$ cat config.mk
export PLATFORM = sky130hd
export DESIGN_NAME = keypad_scan_ctrl_flat
export DESIGN_NICKNAME = d
export VERILOG_FILES = /design/src/rtl/keypad_if.sv /design/src/rtl/keypad_scan_ctrl.sv /design/src/flat_wrapper.sv
export SDC_FILE = /design/constraint.sdc
export NUM_CORES = 1
export LEC_CHECK = 0
export ABC_AREA = 1
export CORE_UTILIZATION = 35
export DETAILED_ROUTE_END_ITERATION = 10
export PLACE_DENSITY = 0.48
export SETUP_SLACK_MARGIN = 0.4
export SLEW_MARGIN = 20
export SYNTH_ARGS = -nofsm -noshare
export SYNTH_HDL_FRONTEND = slang
export SYNTH_SLANG_ARGS = --single-unit
$ cat constraint.sdc
create_clock -name clk -period 18.9 [get_ports clk]
set_input_delay 3.78 -clock clk [delete_from_list [all_inputs] [get_ports clk]]
set_output_delay 3.78 -clock clk [all_outputs]
set_load 0.1 [all_outputs]
$ cat src/rtl/keypad_if.sv
// Key-event handshake between the keypad scanner and its consumer.
interface keypad_if;
    logic [3:0] key_code;
    logic       key_valid;
    logic       key_ready;

    modport master (output key_code, output key_valid, input key_ready);
    modport slave  (input key_code, input key_valid, output key_ready);
endinterface

$ cat src/rtl/keypad_scan_ctrl.sv
// 3x4 keypad scanner: one-hot column strobes, synchronized row sampling,
// whole-matrix debounce and a single key event per press over valid/ready.
module keypad_scan_ctrl #(
    parameter int unsigned SETTLE_CYCLES  = 3,
    parameter int unsigned DEBOUNCE_SCANS = 4
) (
    input  logic       clk,
    input  logic       rst_n,
    input  logic [3:0] row_in,
    output logic [2:0] col_out,
    keypad_if.master   key,
    output logic       key_down,
    output logic       overflow,
    input  logic       ovf_clr
);

    localparam logic [3:0] SettleLast = 4'(SETTLE_CYCLES);
    localparam logic [3:0] StableMax  = 4'(DEBOUNCE_SCANS);

    typedef enum logic [1:0] {StCol0, StCol1, StCol2, StEval} state_e;
    typedef enum logic [1:0] {ClsNone, ClsSingle, ClsMulti} cls_e;

    state_e     state_q, state_d;
    logic [3:0] settle_q, settle_d;
    logic [3:0] row_meta_q, row_sync_q;
    logic [3:0] sample_q [3];
    logic [3:0] sample_d [3];
    cls_e       prev_cls_q, prev_cls_d, cls;
    logic [3:0] prev_code_q, prev_code_d, code;
    logic [3:0] stable_q, stable_d, stable_next;
    logic [3:0] ones;
    logic [3:0] key_code_q, key_code_d;
    logic       armed_q, armed_d;
    logic       down_q, down_d;
    logic       valid_q, valid_d;
    logic       ovf_q, ovf_d;
    logic       last, is_eval, same, reached, key_event, accept, drop;

    function automatic logic [3:0] key_lut(input int r, input int c);
        if (r < 3) return 4'(3 * r + c + 1);
        case (c)
            0:       return 4'hA;
            1:       return 4'h0;
            default: return 4'hB;
        endcase
    endfunction

    // Scan sequencer
    always_comb begin
        state_d = state_q;
        settle_d = settle_q;
        col_out = 3'b000;
        is_eval = 1'b0;
        for (int c = 0; c < 3; c++) sample_d[c] = sample_q[c];
        last = (settle_q == SettleLast);
        if (state_q != StEval) settle_d = last ? 4'd0 : settle_q + 4'd1;
        unique case (state_q)
            StCol0: begin
                col_out = 3'b001;
                if (last) begin
                    sample_d[0] = row_sync_q;
                    state_d = StCol1;
                end
            end
            StCol1: begin
                col_out = 3'b010;
                if (last) begin
                    sample_d[1] = row_sync_q;
                    state_d = StCol2;
                end
            end
            StCol2: begin
                col_out = 3'b100;
                if (last) begin
                    sample_d[2] = row_sync_q;
                    state_d = StEval;
                end
            end
            StEval: begin
                is_eval = 1'b1;
                settle_d = 4'd0;
                state_d = StCol0;
            end
            default: state_d = StCol0;
        endcase
    end

    // Classify the 12 captured bits
    always_comb begin
        ones = 4'd0;
        code = 4'd0;
        for (int r = 0; r < 4; r++) begin
            for (int c = 0; c < 3; c++) begin
                if (sample_q[c][r]) begin
                    ones = ones + 4'd1;
                    code = key_lut(r, c);
                end
            end
        end
        if (ones == 4'd0) begin
            cls = ClsNone;
        end else if (ones == 4'd1) begin
            cls = ClsSingle;
        end else begin
            cls = ClsMulti;
            code = 4'd0;
        end
    end

    // Debounce and arming
    always_comb begin
        same = (cls == prev_cls_q) && (code == prev_code_q);
        if (!same) stable_next = 4'd1;
        else if (stable_q == StableMax) stable_next = StableMax;
        else stable_next = stable_q + 4'd1;
        reached = (stable_next == StableMax) && (stable_q != StableMax);
        key_event = is_eval && reached && (cls == ClsSingle) && armed_q;

        stable_d = stable_q;
        prev_cls_d = prev_cls_q;
        prev_code_d = prev_code_q;
        armed_d = armed_q;
        down_d = down_q;
        if (is_eval) begin
            stable_d = stable_next;
            prev_cls_d = cls;
            prev_code_d = code;
            if (key_event) armed_d = 1'b0;
            else if (cls == ClsNone && stable_next == StableMax) armed_d = 1'b1;
            if (reached) down_d = (cls == ClsSingle);
        end
    end

    // Event handshake; a same-cycle accept frees the slot for the new event
    always_comb begin
        accept = valid_q & key.key_ready;
        drop = key_event & valid_q & ~accept;
        valid_d = valid_q & ~accept;
        key_code_d = key_code_q;
        if (key_event && !drop) begin
            valid_d = 1'b1;
            key_code_d = code;
        end
        ovf_d = ovf_q;
        if (drop) ovf_d = 1'b1;
        else if (ovf_clr) ovf_d = 1'b0;
    end

    always_ff @(posedge clk or negedge rst_n) begin
        if (!rst_n) begin
            state_q     <= StCol0;
            settle_q    <= 4'd0;
            row_meta_q  <= 4'd0;
            row_sync_q  <= 4'd0;
            for (int c = 0; c < 3; c++) sample_q[c] <= 4'd0;
            prev_cls_q  <= ClsMulti;
            prev_code_q <= 4'd0;
            stable_q    <= 4'd0;
            armed_q     <= 1'b0;
            down_q      <= 1'b0;
            valid_q     <= 1'b0;
            key_code_q  <= 4'd0;
            ovf_q       <= 1'b0;
        end else begin
            state_q     <= state_d;
            settle_q    <= settle_d;
            row_meta_q  <= row_in;
            row_sync_q  <= row_meta_q;
            for (int c = 0; c < 3; c++) sample_q[c] <= sample_d[c];
            prev_cls_q  <= prev_cls_d;
            prev_code_q <= prev_code_d;
            stable_q    <= stable_d;
            armed_q     <= armed_d;
            down_q      <= down_d;
            valid_q     <= valid_d;
            key_code_q  <= key_code_d;
            ovf_q       <= ovf_d;
        end
    end

    assign key.key_code  = key_code_q;
    assign key.key_valid = valid_q;
    assign key_down      = down_q;
    assign overflow      = ovf_q;

endmodule

$ cat src/flat_wrapper.sv
// flat-port wrapper written by rule: the top's interface ports become plain ports
module keypad_scan_ctrl_flat 
#(
    parameter int unsigned SETTLE_CYCLES  = 3,
    parameter int unsigned DEBOUNCE_SCANS = 4
)
  (clk, rst_n, row_in, col_out, key_down, overflow, ovf_clr, key_key_code, key_key_valid, key_key_ready);
  keypad_if key_i ();
  input  logic clk;
  input  logic rst_n;
  input  logic [3:0] row_in;
  output logic [2:0] col_out;
  output logic key_down;
  output logic overflow;
  input  logic ovf_clr;
  output wire logic [$bits(key_i.key_code)-1:0] key_key_code;
  output wire logic [$bits(key_i.key_valid)-1:0] key_key_valid;
  input wire logic [$bits(key_i.key_ready)-1:0] key_key_ready;
  assign key_key_code = key_i.key_code;
  assign key_key_valid = key_i.key_valid;
  assign key_i.key_ready = key_key_ready;
  keypad_scan_ctrl #(.SETTLE_CYCLES(SETTLE_CYCLES), .DEBOUNCE_SCANS(DEBOUNCE_SCANS)) u_core (.clk(clk), .rst_n(rst_n), .row_in(row_in), .col_out(col_out), .key(key_i), .key_down(key_down), .overflow(overflow), .ovf_clr(ovf_clr));
endmodule
==> qor.yml <==
status: "finished clean"
slowest_stage: "dfrtp_1"
hold_viol_final: 0
vias_per_cell: 4.48
fin_skew_ns: 0.0101
grt_pass1_vias: 2526
hold_path_depth: 0
cts.reportedPaths.clkPinSlew_ns: 0.09
fin_cells: 566
peakVddDrop_uv: 38.1
root_buffer: "clkbuf_8"
overflow: 0
critPathMaxStageDelay_ns: 0.41
yosysUniqueCellTypes: 37
hold_buffers: 0
firstDrtPassIters: 4
cts_resized: 0
vias: 2533
die_area_mm2: 0.00948
critPathArrivalTime_ns: 7.03
cts_tree: "built"
worstReg2RegEnd: "u_core.key.key_code[2]$_DFFE_PN0P_"
hold_path_end: "u_core.row_sync_q[2]$_DFF_PN0_"
clk_latency_ns: 0.30
cpMostUsedCell: "nand2_1"
path_class: "reg2reg"
wire_per_inst_um: 10.6
r2r_slack_ns: 12.06
synth_edf_count: 0
ant_nets: 0
std_cell_rows: 34
clockBufferDepth: 2
slew_viol_final: 0
critPathRequiredTime_ns: 19.09
initial_core_util_pct: 36.3
fin_ws_ns: 12.06
nets: 484
p_per_area_mw_per_mm2: 84.8
netlist_instances: 437
routed_wirelength_um: 5980
cp_max_fo: 11
reg2reg_from: "u_core.sample_q[4]$_DFFE_PN0P_"
synth_ff_type: "dfrtp_1"
critPathLaunchType: "flip-flop"
hp-start: "u_core.row_meta_q[2]$_DFF_PN0_"
fin_crit_ns: 6.84
post-place-ws_ns: 12.04
initialDrtViolationCount: 74
reg2reg_depth: 45
end_kind: "flip-flop"
nFillCells: 893
synth-seq-cells: 44
grt_pass1_wl_um: 10900
fmax_mhz: 146
hold_class: "reg2reg"
maxSlewHeadroom_pct: 35.2
core_region_area_mm2: 0.00876
avgSynthCellArea_um2: 7.28
utilization_pct: 40.7
drive_gt1_share_pct: 15.1
die_h_um: 97.4
async_flop_share_pct: 100
seq_area_frac_synth_pct: 34.6
antenna_found_initial: 0
drcViolationCount: 0
syn_to_final_growth_pct: 12.2
h-tree-depth: 2
ios: 18
cts_setup_buffers: 0
clock-sinks: 44
netlist_area_mm2: 0.00318
grt_max_degree: 45
syn_nets: 464
finalSetupViolCount: 0
place_hpwl_um: 4760
finalSetupTns_ns: 0
fin_crit_sh_pct: 36.2
rsz0062_at_grt: "false"
yosysWarnings: 0
maxCapViolations: 0
p_leak_uw: 0.00196
gr-usage-all-layers_pct: 13.6
port_buffers: 17
numCtsBuffers: 5
gp_congestion: 0.747
worst_pin_slew_ns: 0.969
fp.dieW_um: 97.4
numPlacedInstances: 558
n_antenna_cell: 0
[routing by layer]
metal	GRT usage, %	routed length [µm]
met1	19.6	3400
met2	21.6	2490
met3	1.94	57
met4	3.17	34
met5	0	0
[area by class of cell]
class | instances | area, µm² | share of cell area [%]
tap | 108 | 135 | 3.78
inverter | 79 | 297 | 8.30
clock inverter | 3 | 47.5 | 1.33
sequential | 44 | 1100 | 30.9
timing repair buffer | 17 | 168 | 4.70
multi-input combinational | 310 | 1750 | 49.1
clock buffer | 5 | 68.8 | 1.93
[registers in the layout, indices dropped and copies added (netlist names)]
register / count
u_core.row_sync_q: 4
u_core.key.key_valid: 1
u_core.row_meta_q: 4
u_core.stable_q: 4
u_core.settle_q: 4
u_core.key.key_code: 4
u_core.sample_q: 12
u_core.armed_q: 1
u_core.state_q: 2
u_core.key_down: 1
u_core.prev_cls_q: 2
u_core.prev_code_q: 4
u_core.overflow: 1
[cells in the final DEF, fill, tap and decap left out, types with 13 or more instances in the layout]
cell type,synthesis,layout
nand2_1,125,125
inv_1,70,70
dfrtp_1,43,43
nor2_1,29,29
o21ai_0,27,27
nand3_1,25,25
nand2_2,20,20
ha_1,19,19
clkdlybuf4s50_1,0,16
nand3_2,13,13
[cell usage after synthesis (2+ instances only)]
library cell / instances / share of area (%)
xnor2_1: 2 / 0.55
nand3_1: 25 / 3.9
nand3_2: 13 / 4.1
nand2_1: 125 / 15
nor2_1: 29 / 3.4
nor3_1: 3 / 0.47
nand3_4: 3 / 1.7
nand4_1: 9 / 1.8
o21ai_0: 27 / 4.2
nand3b_1: 3 / 0.71
nor2_2: 2 / 0.39
dfrtp_1: 43 / 34
ha_1: 19 / 7.5
nand2_2: 20 / 3.9
inv_2: 8 / 0.94
buf_6: 2 / 0.71
or2_2: 4 / 0.79
nand2_4: 4 / 1.4
inv_1: 70 / 8.3
a21oi_1: 9 / 1.4
[kinds of logic after synthesis]
kind of cell | after synthesis | share of synthesized area [%]
simple gates | 247 | 40.1
xor+xnor | 3 | 0.826
compound gates | 41 | 6.72
buf+inv | 83 | 10.3
flops | 44 | 34.6
fa+ha+maj | 19 | 7.47
[critical path, delay by kind of cell, from the launching register on]
family	cells	cell delay (ns)
DFF	1	0.41
and+or+nand+nor	29	3.09
AOI/OAI and AO/OA	1	0.15
buffers and inverters	5	0.30
adders and majority gates	10	2.78
[metrics by stage]
step	area, µm²	hold WS (ns)	power [µW]
finish	3570	0.357	303
global route	3570	0.362	331
CTS	3570	0.358	307
detailed placement	3450	0.335	232
global placement	3450	0.332	231
floorplan	3180	0.331	214
[how the worst max path moves through the flow]
| stage | start | endpoint | cells past startpoint |
|---|---|---|---|
| floorplan | u_core.sample_q[4]$_DFFE_PN0P_ | u_core.key.key_code[0]$_DFFE_PN0P_ | 44 |
| global placement | u_core.sample_q[8]$_DFFE_PN0P_ | u_core.key.key_code[3]$_DFFE_PN0P_ | 45 |
| detailed placement | u_core.sample_q[4]$_DFFE_PN0P_ | u_core.key.key_code[2]$_DFFE_PN0P_ | 45 |
| CTS | u_core.sample_q[4]$_DFFE_PN0P_ | u_core.key.key_code[2]$_DFFE_PN0P_ | 45 |
| global route | u_core.sample_q[4]$_DFFE_PN0P_ | u_core.key.key_code[0]$_DFFE_PN0P_ | 45 |
| finish | u_core.sample_q[4]$_DFFE_PN0P_ | u_core.key.key_code[2]$_DFFE_PN0P_ | 45 |
[report_power, final]
group          switching [µW]  internal [µW]  total (µW)  leakage (µW)
registers                6.80            103         110      0.000549
logic                    76.5           42.7         119       0.00135
clock network            34.0           39.8        73.8     0.0000583
No activity file was read; power rests on OpenSTA's default activity.
